## src/rtl/seq_chunk_adder.sv

```systemverilog
// seq_chunk_adder: multi-cycle add/subtract unit. A WIDTH-bit operation is
// processed CHUNK bits per clock through a registered carry. The result and
// its carry / signed-overflow flags are published together on completion.
module seq_chunk_adder #(
  parameter int WIDTH = 32,
  parameter int CHUNK = 8
) (
  input  logic             clk,
  input  logic             rst,
  input  logic             start,
  input  logic             sub,
  input  logic [WIDTH-1:0] a,
  input  logic [WIDTH-1:0] b,
  input  logic             cin,
  output logic             busy,
  output logic             done,
  output logic [WIDTH-1:0] sum,
  output logic             cout,
  output logic             ovf
);

  localparam int NCH = WIDTH / CHUNK;
  localparam int KW  = (NCH > 1) ? $clog2(NCH) : 1;

  typedef enum logic [1:0] {
    S_IDLE,
    S_RUN,
    S_DONE
  } state_t;

  state_t           state;
  logic [WIDTH-1:0] op_a;    // remaining operand A chunks, current chunk in the low bits
  logic [WIDTH-1:0] op_b;    // remaining operand B chunks (already inverted for sub)
  logic [WIDTH-1:0] acc;     // partial result, filled from the top as chunks complete
  logic             carry;   // carry between chunks
  logic [KW-1:0]    k;       // chunk index

  logic [CHUNK:0]   chunk_full;
  logic [WIDTH-1:0] chunk_ext;
  logic [WIDTH-1:0] acc_next;
  logic             msb_cin;
  logic             last;

  // Chunk adder for the current step plus the accumulator it produces.
  // NOTE: every always_comb output gets a default before any conditional
  // logic, so no path leaves a variable unassigned and no latch is inferred.
  always_comb begin
    chunk_full = {1'b0, op_a[CHUNK-1:0]} + {1'b0, op_b[CHUNK-1:0]} + (CHUNK+1)'(carry);
    chunk_ext  = '0;
    chunk_ext[CHUNK-1:0] = chunk_full[CHUNK-1:0];
    // Shift completed chunks down; after NCH steps chunk 0 sits at bit 0.
    acc_next   = (acc >> CHUNK) | (chunk_ext << (WIDTH - CHUNK));
    // Carry into a bit equals a ^ b ^ sum of that bit; only meaningful on the
    // last chunk, where bit CHUNK-1 of the chunk is the operand MSB.
    msb_cin    = op_a[CHUNK-1] ^ op_b[CHUNK-1] ^ chunk_full[CHUNK-1];
    last       = (k == KW'(NCH - 1));
  end

  // Control FSM, chunk datapath and registered outputs.
  // NOTE: all state here uses non-blocking assignments so every register
  // samples the pre-edge values, independent of statement order.
  always_ff @(posedge clk) begin
    if (rst) begin
      state <= S_IDLE;
      op_a  <= '0;
      op_b  <= '0;
      acc   <= '0;
      carry <= 1'b0;
      k     <= '0;
      busy  <= 1'b0;
      done  <= 1'b0;
      sum   <= '0;
      cout  <= 1'b0;
      ovf   <= 1'b0;
    end else begin
      done <= 1'b0;
      case (state)
        S_IDLE, S_DONE: begin
          if (start) begin
            op_a  <= a;
            op_b  <= sub ? ~b : b;
            carry <= sub ? 1'b1 : cin;
            acc   <= '0;
            k     <= '0;
            busy  <= 1'b1;
            state <= S_RUN;
          end else begin
            state <= S_IDLE;
          end
        end
        S_RUN: begin
          acc   <= acc_next;
          carry <= chunk_full[CHUNK];
          op_a  <= op_a >> CHUNK;
          op_b  <= op_b >> CHUNK;
          k     <= k + KW'(1);
          if (last) begin
            sum   <= acc_next;
            cout  <= chunk_full[CHUNK];
            ovf   <= msb_cin ^ chunk_full[CHUNK];
            done  <= 1'b1;
            busy  <= 1'b0;
            k     <= '0;
            state <= S_DONE;
          end
        end
        default: state <= S_IDLE;
      endcase
    end
  end

endmodule

```

## config.mk

```make
export PLATFORM = sky130hd
export DESIGN_NAME = seq_chunk_adder
export DESIGN_NICKNAME = d
export VERILOG_FILES = /design/src/rtl/seq_chunk_adder.sv
export SDC_FILE = /design/constraint.sdc
export NUM_CORES = 1
export LEC_CHECK = 0
export ABC_AREA = 1
export BUFFER_PORTS_ARGS = -buffer_cell sky130_fd_sc_hd__buf_2
export CELL_PAD_IN_SITES_DETAIL_PLACEMENT = 1
export CELL_PAD_IN_SITES_GLOBAL_PLACEMENT = 1
export CORE_MARGIN = 5
export CORE_UTILIZATION = 43
export CTS_BUF_LIST = sky130_fd_sc_hd__clkbuf_16
export CTS_CLUSTER_SIZE = 8
export DETAILED_ROUTE_END_ITERATION = 8
export GPL_TIMING_DRIVEN = 0
export PLACE_DENSITY = 0.95
export SLEW_MARGIN = 20
export SYNTH_ARGS = -nofsm -noshare
export SYNTH_HDL_FRONTEND = slang
export SYNTH_SLANG_ARGS = --single-unit
```

## constraint.sdc

```tcl
create_clock -name clk -period 4 [get_ports clk]
set_input_delay 0.6 -clock clk [delete_from_list [all_inputs] [get_ports clk]]
set_output_delay 0.6 -clock clk [all_outputs]
set_load 0.02 [all_outputs]
```

==> results of run 1 <==
## flip-flops by register name, indices dropped and copies added, names as in the netlist
register,flops
cout,1
state,2
done,1
busy,1
k,2
op_b,32
ovf,1
carry,1
acc,24
sum,32
op_a,32
## where the power goes
part	internal (mW)	switching (mW)
Sequential	1.35	0.0482
Combinational	0.157	0.291
Clock	0.835	0.607
## per-layer routing
| metal | vias to the layer above | track usage | part of all wire |
|---|---|---|---|
| met1 | 2715 | 0.305 | 0.37 |
| met4 | 0 | 0.180 | 0.056 |
| met5 | - | 0 | 0 |
| met3 | 111 | 0.0754 | 0.077 |
| li1 | 2582 | - | - |
| met2 | 304 | 0.500 | 0.49 |
## cell usage in the layout (no fill, tap or decap)
cell type	netlist	layout
nand2_1	220	220
dfxtp_1	129	129
buf_2	11	114
inv_1	66	69
a21oi_1	56	56
nor2_1	53	53
o221ai_1	30	30
nand3_1	30	30
o21ai_0	25	25
xnor2_1	24	24
clkbuf_16	0	17
buf_4	14	14
clkbuf_1	13	13
a31oi_1	10	10
xor2_1	8	8
ha_1	8	8
inv_2	6	6
buf_6	5	5
o22ai_1	4	4
clkinv_2	0	4
o21ai_1	3	3
buf_1	3	3
o21a_1	3	3
clkinvlp_4	0	3
clkinv_1	0	3
fa_1	2	2
nor2_4	1	1
nand2_4	1	1
o211ai_1	1	1
o21bai_1	1	1
bufinv_16	0	1
inv_6	0	1
## worst min-delay path, stage by stage
cell and delay (ns):
buf_2 0.09, nand2_1 0.05, a21oi_1 0.05
## cell type report
type                    instances  area, um^2
clock inverters                15         104
multi-input cells             480        2430
plain buffers                  46         277
fillers                      1633        5800
repair buffers                103         515
inverters                      72         270
well taps                     172         215
clock buffers                  17         425
flip-flops and latches        129        2580
## cell families after synthesis
kind of cell	Yosys count	synth area share
compound gates	133	0.145
xor+xnor	32	0.0505
fa+ha+maj	10	0.0252
buf+inv	118	0.0984
flops	129	0.465
simple gates	305	0.216
## per-stage QoR
step,cells,setup WS [ns],util
after floorplan,727,2.36,-
after global placement,1002,2.06,0.498
after detailed placement,1002,2.03,0.498
after CTS,1034,1.83,0.540
after global routing,1034,1.71,0.540
final,1034,1.81,0.540
## worst min-delay path by stage
stage | slack (ns) | endpoint
detailed placement | 0.45 | busy$_SDFFE_PP0P_
global placement | 0.45 | op_a[27]$_SDFFE_PP0P_
finish | 0.42 | op_a[31]$_SDFFE_PP0P_
floorplan | 0.44 | sum[15]$_SDFFE_PP0P_
global route | 0.43 | op_a[25]$_SDFFE_PP0P_
CTS | 0.42 | op_a[25]$_SDFFE_PP0P_
==> results_dict.tcl, run 1 <==
set metrics [dict create \
    status "completed" \
    hold_viol 0 \
    path_depth 9 \
    critical-path-top-delay-family "adder cells" \
    antenna_found_initial 0 \
    synthFlopType "dfxtp_1" \
    reg2reg_slack_ns 1.81 \
    crit_path_end "acc[28]$_SDFFE_PP0P_" \
    critical_path_arrival_ns 2.55 \
    fin_nets 928 \
    clock.fmax_mhz 456 \
    worstHoldPathCells 3 \
    crit_type "reg -> reg" \
    setup_tns_ns 0 \
    first_iter_violations 397 \
    cpPeakStageDelay_ns 0.42 \
    die_h_um 124 \
    yosys_warnings 0 \
    synth_top_cell_by_area "dfxtp_1" \
    io_pins 105 \
    grt.total_usage 0.286 \
    antenna_cells 0 \
    grt_overflow 0 \
    slew-limit-headroom 0.516 \
    grt_pass1_vias 6323 \
    reg2reg_from "op_a[0]$_SDFFE_PP0P_" \
    cp-end-kind "flop" \
    clock_skew_ns 0.00856 \
    numCtsBuffers 17 \
    crit_start "op_a[0]$_SDFFE_PP0P_" \
    cts_sinks 129 \
    r2r-end "acc[28]$_SDFFE_PP0P_" \
    routedWlPerCell_um 20.6 \
    gp_congestion 0.881 \
    vias_per_cell 5.52 \
    irDropWorstVdd_mv 0.305 \
    drive_gt1_frac 0.194 \
    rsz0062_at_grt "no" \
    cts-root-buf "clkbuf_16" \
    clk_pin_slew_worst_paths_ns 0.06 \
    cp-start-kind "flop" \
    ant_nets 0 \
    period_needed_ns 2.19 \
    die_w_um 124 \
    synth_area_leaders "dfxtp_1 (46%), nand2_1 (15%), a21oi_1 (5.0%), o221ai_1 (4.7%), inv_1 (4.5%)" \
    post_cts_buffers 0 \
    firstDrtPassIters 5 \
    syn-cell-area_um2 5560 \
    place_area_um2 6290 \
    synthCells 727 \
    cts_resized 0 \
    syn_to_final_growth_pct 22.7 \
    finalCritPeriodShare 0.548 \
    fin_area_um2 6820 \
    rows 41 \
    cts_buffer_depth 2 \
    whs_ns 0.422 \
    synth_edf_count 0 \
    htreeDepth 4 \
    hold_buffers 0 \
    ys_async_sr_fraction 0 \
    tightest_slew_ns 0.726 \
    hold_class "in -> reg" \
    power_mw 3.29 \
    core_area_um2 12600 \
    powerDensity_nw_per_um2 483 \
    crit_fanout 4 \
    r2r_cells 9 \
    synth_area_per_cell_um2 7.64 \
    fp.dieArea_um2 15300 \
    start_util 0.440 \
    drv_cap 0 \
    finalWirelength_um 21300 \
    cts_tree "done" \
    synth_top_cell_area_share 0.465 \
    clk_latency_ns 0.43 \
    dp_hpwl_um 13300 \
    grt_max_degree 17 \
    slowest_stage "dfxtp_1" \
    numPortBuffers 103 \
    synth.most_common_cell "nand2_1" \
    path_buf_inv 2 \
    grt_first_pass_wirelength_um 32900 \
    setup-violations-final 0 \
    synthTopCellsByCount "nand2_1 (220), dfxtp_1 (129), inv_1 (66)" \
    holdCritStartpoint "a[31]" \
    leakagePower_nw 3.21 \
    slew_violations 0 \
    synth_cell_types 26 \
    synth_fp_nets 806 \
    synth-seq-area-share 0.465 \
    synth_seq_cells 129 \
    crit_chain "fa_1 > inv_1 > fa_1 > inv_1 > nand3_1 > nand2_1 > xor2_1 > nand2_1 > a21oi_1" \
    crit_required_ns 4.36 \
    route.detailed.drc 0 \
    num_vias 5712 \
]
Power figures use the tool's default switching activity.
==> inputs of run 2 (changes only) <==
--- a/config.mk
+++ b/config.mk
@@ -10,12 +10,12 @@
 export CELL_PAD_IN_SITES_DETAIL_PLACEMENT = 1
 export CELL_PAD_IN_SITES_GLOBAL_PLACEMENT = 1
 export CORE_MARGIN = 5
-export CORE_UTILIZATION = 43
+export CORE_UTILIZATION = 36
 export CTS_BUF_LIST = sky130_fd_sc_hd__clkbuf_16
 export CTS_CLUSTER_SIZE = 8
 export DETAILED_ROUTE_END_ITERATION = 8
 export GPL_TIMING_DRIVEN = 0
-export PLACE_DENSITY = 0.95
+export PLACE_DENSITY = 0.87
 export SLEW_MARGIN = 20
 export SYNTH_ARGS = -nofsm -noshare
 export SYNTH_HDL_FRONTEND = slang
==> constraint.sdc (replaced) <==
create_clock -name clk -period 1.9 [get_ports clk]
set_input_delay 0.285 -clock clk [delete_from_list [all_inputs] [get_ports clk]]
set_output_delay 0.285 -clock clk [all_outputs]
set_load 0.02 [all_outputs]
==> results_dict.tcl, run 2 (synthesis gave the netlist of run 1 again) <==
set metrics [dict create \
    cp-start-kind "flop" \
    hold_viol 0 \
    holdCritStartpoint "a[31]" \
    start_util 0.367 \
    clk_pin_slew_worst_paths_ns 0.06 \
    finalWirelength_um 17800 \
    crit_start "op_a[0]$_SDFFE_PP0P_" \
    leakagePower_nw 3.25 \
    drive_gt1_frac 0.202 \
    routedWlPerCell_um 17.0 \
    drv_cap 0 \
    rsz0062_at_grt "yes" \
    r2r_cells 11 \
    num_vias 5270 \
    grt_overflow 0 \
    numPortBuffers 103 \
    cts_sinks 129 \
    fp.dieArea_um2 18000 \
    slew-limit-headroom 0.559 \
    status "completed" \
    mostFrequentLayoutCells "nand2_1 (219), dfxtp_1 (127), buf_2 (114), inv_1 (67), a21oi_1 (56)" \
    worstHoldPathCells 3 \
    ant_nets 0 \
    rows 45 \
    setup_tns_ns 0 \
    crit_fanout 4 \
    grt.total_usage 0.199 \
    cts-root-buf "clkbuf_16" \
    numCtsBuffers 17 \
    powerDensity_nw_per_um2 1040 \
    die_h_um 134 \
    tightest_slew_ns 0.661 \
    cp-end-kind "flop" \
    reg2reg_slack_ns 0.04 \
    firstDrtPassIters 5 \
    syn_to_final_growth_pct 24.5 \
    cts_tree "done" \
    fin_area_um2 6920 \
    whs_endpoint "op_a[31]$_SDFFE_PP0P_" \
    grt_first_pass_wirelength_um 28300 \
    vias_per_cell 5.02 \
    grt_max_degree 17 \
    fin_nets 928 \
    antenna_found_initial 0 \
    grt_pass1_vias 5611 \
    crit_required_ns 2.25 \
    htreeDepth 4 \
    critical_path_arrival_ns 2.21 \
    cts_buffer_depth 2 \
    irDropWorstVdd_mv 0.742 \
    final_core_util 0.457 \
    fillers 1902 \
    reg2reg_from "op_a[0]$_SDFFE_PP0P_" \
    first_iter_violations 259 \
    dp_hpwl_um 13000 \
    gp_congestion 0.849 \
    finalCritPeriodShare 0.981 \
    clk_latency_ns 0.42 \
    period_needed_ns 1.86 \
    clock.fmax_mhz 537 \
    crit_type "reg -> reg" \
    layout_commonest_cell "nand2_1" \
    largestRegisters "op_a (32), op_b (32), sum (32)" \
    die_w_um 134 \
    io_pins 105 \
    clock_skew_ns 0.00924 \
    route.detailed.drc 0 \
    r2r-end "acc[30]$_SDFFE_PP0P_" \
    setup-violations-final 0 \
    antenna_cells 0 \
    hold_class "in -> reg" \
    slew_violations 0 \
    place_area_um2 6310 \
    core_area_um2 15100 \
    power_mw 7.19 \
]
run 2: final cells by class:
class                           instances  area [um^2]  share of cell area
Sequential cell                       129         2580               0.374
Multi-Input combinational cell        480         2440               0.352
Timing Repair Buffer                  103          515              0.0745
Clock buffer                           17          425              0.0615
Buffer                                 46          277              0.0400
Inverter                               72          270              0.0391
Tap cell                              188          235              0.0340
Clock inverter                         15          173              0.0250
run 2: worst max-delay path by stage:
stage | endpoint | slack [ns] | cells after the start
floorplan | sum[30]$_SDFFE_PP0P_ | 0.26 | 13
global placement | acc[28]$_SDFFE_PP0P_ | 0.01 | 9
detailed placement | acc[28]$_SDFFE_PP0P_ | -0.04 | 9
CTS | acc[28]$_SDFFE_PP0P_ | 0.05 | 9
global route | sum[30]$_SDFFE_PP0P_ | -0.06 | 13
finish | acc[30]$_SDFFE_PP0P_ | 0.04 | 11
run 2: metrics by stage:
stage               worst slack, ns  hold slack [ns]  std cells
finish                       0.0368            0.115       1050
global route                -0.0572            0.115       1050
CTS                          0.0520            0.108       1050
detailed placement          -0.0401            0.453       1018
global placement             0.0101            0.447       1018
floorplan                     0.258            0.434        727
run 2: power by group:
| group | switching [mW] | leakage (nW) | internal [mW] |
|---|---|---|---|
| combinational | 0.556 | 1.90 | 0.335 |
| clock | 1.21 | 0.302 | 2.16 |
| sequential | 0.0854 | 1.05 | 2.84 |
run 2: repair_timing:
item | CTS | global route
setup endpoints to repair | 6 | 6
hold buffers | 0 | 0
buffers inserted | 0 | 0
resized for setup | 5 | 1
pin swaps | 1 | 1
run 2: worst max-delay path, cell delays in order, from the launching register on:
cell and delay, ns:
dfxtp_2 0.34, fa_2 0.41, inv_1 0.09, fa_2 0.22, inv_1 0.05, nand3_1 0.08
nand2_2 0.10, nand2_1 0.11, nand2_1 0.05, nand2_1 0.08, nand3_1 0.12, a21oi_1 0.14
run 2: layer usage:
| metal | vias to the layer above | global-route usage | share of wire |
|---|---|---|---|
| li1 | 2579 | - | - |
| met1 | 2556 | 0.244 | 0.44 |
| met2 | 119 | 0.348 | 0.50 |
| met3 | 16 | 0.0491 | 0.047 |
| met4 | 0 | 0.0583 | 0.014 |
| met5 | - | 0 | 0 |
==> inputs of run 3 (changes only) <==
--- a/config.mk
+++ b/config.mk
@@ -5,17 +5,17 @@
 export SDC_FILE = /design/constraint.sdc
 export NUM_CORES = 1
 export LEC_CHECK = 0
-export ABC_AREA = 1
+export ABC_AREA = 0
 export BUFFER_PORTS_ARGS = -buffer_cell sky130_fd_sc_hd__buf_2
 export CELL_PAD_IN_SITES_DETAIL_PLACEMENT = 1
 export CELL_PAD_IN_SITES_GLOBAL_PLACEMENT = 1
 export CORE_MARGIN = 5
-export CORE_UTILIZATION = 36
+export CORE_UTILIZATION = 37
 export CTS_BUF_LIST = sky130_fd_sc_hd__clkbuf_16
 export CTS_CLUSTER_SIZE = 8
 export DETAILED_ROUTE_END_ITERATION = 8
 export GPL_TIMING_DRIVEN = 0
-export PLACE_DENSITY = 0.87
+export PLACE_DENSITY = 0.88
 export SLEW_MARGIN = 20
 export SYNTH_ARGS = -nofsm -noshare
 export SYNTH_HDL_FRONTEND = slang
==> results_dict.tcl, run 3 <==
set metrics [dict create \
    place_ws_ns -0.203 \
    start_util 0.377 \
    hold_viol 0 \
    core_area_um2 13900 \
    fp.dieArea_um2 16600 \
    synth_seq_cells 129 \
    numPortBuffers 102 \
    gr-usage-met2 0.345 \
    mostFrequentLayoutCells "dfxtp_1 (126), buf_2 (118), nor2_1 (112), nand2_1 (73), a21oi_1 (47)" \
    firstDrtPassIters 4 \
    hold_buffers 0 \
    gp_congestion 0.879 \
    syn_to_final_growth_pct 27.6 \
    cts_tree "done" \
    r2r-end "ovf$_SDFFE_PP0P_" \
    cts_sinks 129 \
    crit_required_ns 2.26 \
    rows 43 \
    htreeDepth 4 \
    met3_usage 0.0610 \
    finalWirelength_um 16500 \
    p_switching_mw 1.75 \
    fin_area_um2 6670 \
    numCtsBuffers 17 \
    synthCells 607 \
    powerDensity_nw_per_um2 1000 \
    period_needed_ns 2.01 \
    synth_top_cell_area_share 0.494 \
    irDropWorstVdd_mv 0.663 \
    dp_hpwl_um 12300 \
    synth_cell_types 38 \
    p_comb_frac 0.135 \
    synth_area_per_cell_um2 8.62 \
    leakagePower_nw 2.70 \
    route.detailed.drc 0 \
    setup-violations-final 7 \
    drive_gt1_frac 0.237 \
    violations "negative setup slack" \
    place_area_um2 5990 \
    whs_endpoint "op_a[30]$_SDFFE_PP0P_" \
    status "complete, but fails checks" \
    use_met1 0.251 \
    synth_edf_count 0 \
    drv_cap 0 \
    io_pins 105 \
    fillers 1675 \
    synth.most_common_cell "dfxtp_1" \
    grt-busiest-layer "met2" \
    largestRegisters "op_a (32), op_b (32), sum (32)" \
    synth_area_leaders "dfxtp_1 (49%), nor2_1 (8.1%), a22oi_1 (6.6%), nand2_1 (5.2%), a21oi_1 (4.6%)" \
    first_iter_violations 355 \
    grt.total_usage 0.203 \
    slew-limit-headroom 0.563 \
    crit_fanout 2 \
    layout_commonest_cell "dfxtp_1" \
    antenna_cells 0 \
    setup_tns_ns -0.401 \
    syn-cell-area_um2 5230 \
    synthFlopType "dfxtp_1" \
    grt_first_pass_wirelength_um 26200 \
    antenna_found_initial 0 \
    whs_ns 0.121 \
    fin_ws_ns -0.107 \
    ant_nets 0 \
    vias_per_cell 5.32 \
    r2r_cells 7 \
    synth-seq-area-share 0.494 \
    fin_nets 812 \
    reg2reg_from "carry$_SDFFE_PP0P_" \
    yosys_warnings 0 \
    routedWlPerCell_um 17.9 \
    cp-end-kind "flop" \
    clk_pin_slew_worst_paths_ns 0.05 \
    p_int_mw 4.93 \
    reg2reg_slack_ns -0.11 \
    synthTopCellsByCount "dfxtp_1 (129), nor2_1 (113), nand2_1 (73)" \
    holdCritStartpoint "a[30]" \
    synth_top_cell_by_area "dfxtp_1" \
    slew_violations 0 \
    cp-start-kind "flop" \
    crit_type "reg -> reg" \
    clkPwrFrac 0.425 \
    p_seq_frac 0.440 \
    cts_buffer_depth 2 \
    grt_max_degree 17 \
    critical_path_arrival_ns 2.37 \
    rsz0062_at_grt "yes" \
    num_vias 4919 \
    grt_overflow 0 \
    clock_skew_ns 0.00648 \
    cts-root-buf "clkbuf_16" \
    grt_pass1_vias 5073 \
    synth_fp_nets 686 \
    ys_async_sr_fraction 0 \
    die_w_um 129 \
    finalCritPeriodShare 1.06 \
    tightest_slew_ns 0.656 \
    die_h_um 129 \
    hold_class "in -> reg" \
    worstHoldPathCells 3 \
    switching_share 0.262 \
    clk_latency_ns 0.42 \
    clock.fmax_mhz 498 \
]
-- run 3: changes by cell type in the layout (fill, tap and decap cells not counted), moves of 14 or more --
cell	before	now
nand2_1	219	73
inv_1	67	6
nor2_1	53	112
a22oi_1	0	46
o221ai_1	30	0
nand3_1	29	2
a221oi_1	0	24
o21ai_0	25	2
nor3_1	0	16
clkbuf_1	13	27
-- run 3: power by group through the flow --
| stage | sequential [mW] | clock (mW) | combinational (mW) |
|---|---|---|---|
| 4_1_cts | 2.94 | 2.87 | 0.866 |
| 3_3_place_gp | 2.98 | 0 | 0.803 |
| 3_5_place_dp | 2.99 | 0 | 0.834 |
| 6_report | 2.94 | 2.84 | 0.902 |
| 2_1_floorplan | 2.96 | 0 | 0.559 |
| 5_1_grt | 2.95 | 3.02 | 1.00 |
-- run 3: kinds of logic (layout without fill, tap and decap cells) --
group | after synthesis | in the layout | synth area share
DFF | 129 | 129 | 0.494
buffers and inverters | 55 | 192 | 0.0433
and+or+nand+nor | 223 | 223 | 0.175
adders and majority gates | 10 | 10 | 0.0268
AOI/OAI and AO/OA | 154 | 154 | 0.201
xor gates and xnor gates | 36 | 36 | 0.0603
-- run 3: final cells by class --
class | instances | area [um^2] | share of cell area
Buffer | 52 | 221 | 0.0332
Clock buffer | 17 | 425 | 0.0637
Clock inverter | 13 | 83.8 | 0.0126
Inverter | 3 | 11.3 | 0.00169
Multi-Input combinational cell | 423 | 2560 | 0.384
Sequential cell | 129 | 2590 | 0.388
Tap cell | 180 | 225 | 0.0337
Timing Repair Buffer | 107 | 556 | 0.0832
-- run 3: critical path: stages (launching register included) --
cell      delay (ns)
dfxtp_2         0.33
fa_2            0.41
buf_6           0.13
a211oi_2        0.20
o21ai_2         0.10
or3_4           0.33
a2111o_1        0.38
nand3_2         0.06
-- run 3: worst max-delay path by stage --
| stage | end | from |
|---|---|---|
| finish | ovf$_SDFFE_PP0P_ | carry$_SDFFE_PP0P_ |
| CTS | ovf$_SDFFE_PP0P_ | carry$_SDFFE_PP0P_ |
| global route | ovf$_SDFFE_PP0P_ | carry$_SDFFE_PP0P_ |
| global placement | ovf$_SDFFE_PP0P_ | op_b[0]$_SDFFE_PP0P_ |
| floorplan | sum[30]$_SDFFE_PP0P_ | carry$_SDFFE_PP0P_ |
| detailed placement | sum[30]$_SDFFE_PP0P_ | op_b[0]$_SDFFE_PP0P_ |
-- run 3: what timing repair did --
action | in CTS | in global routing
endpoints found under the setup margin | 6 | 27
pin swaps | 8 | 12
cloned | 0 | 0
buffers inserted | 2 | 3
gates resized for setup | 12 | 26
-- run 3: per-stage QoR --
stage / util / power [mW] / instances
final: 0.481 / 6.68 / 924
after global routing: 0.481 / 6.97 / 924
after CTS: 0.473 / 6.67 / 921
after detailed placement: 0.431 / 3.82 / 889
after global placement: 0.431 / 3.78 / 889
after floorplan: - / 3.51 / 607
-- run 3: routing by layer --
metal | wire (um) | share of wire
met1 | 7090 | 0.43
met4 | 248 | 0.015
met3 | 926 | 0.056
met5 | 0 | 0
met2 | 8270 | 0.50
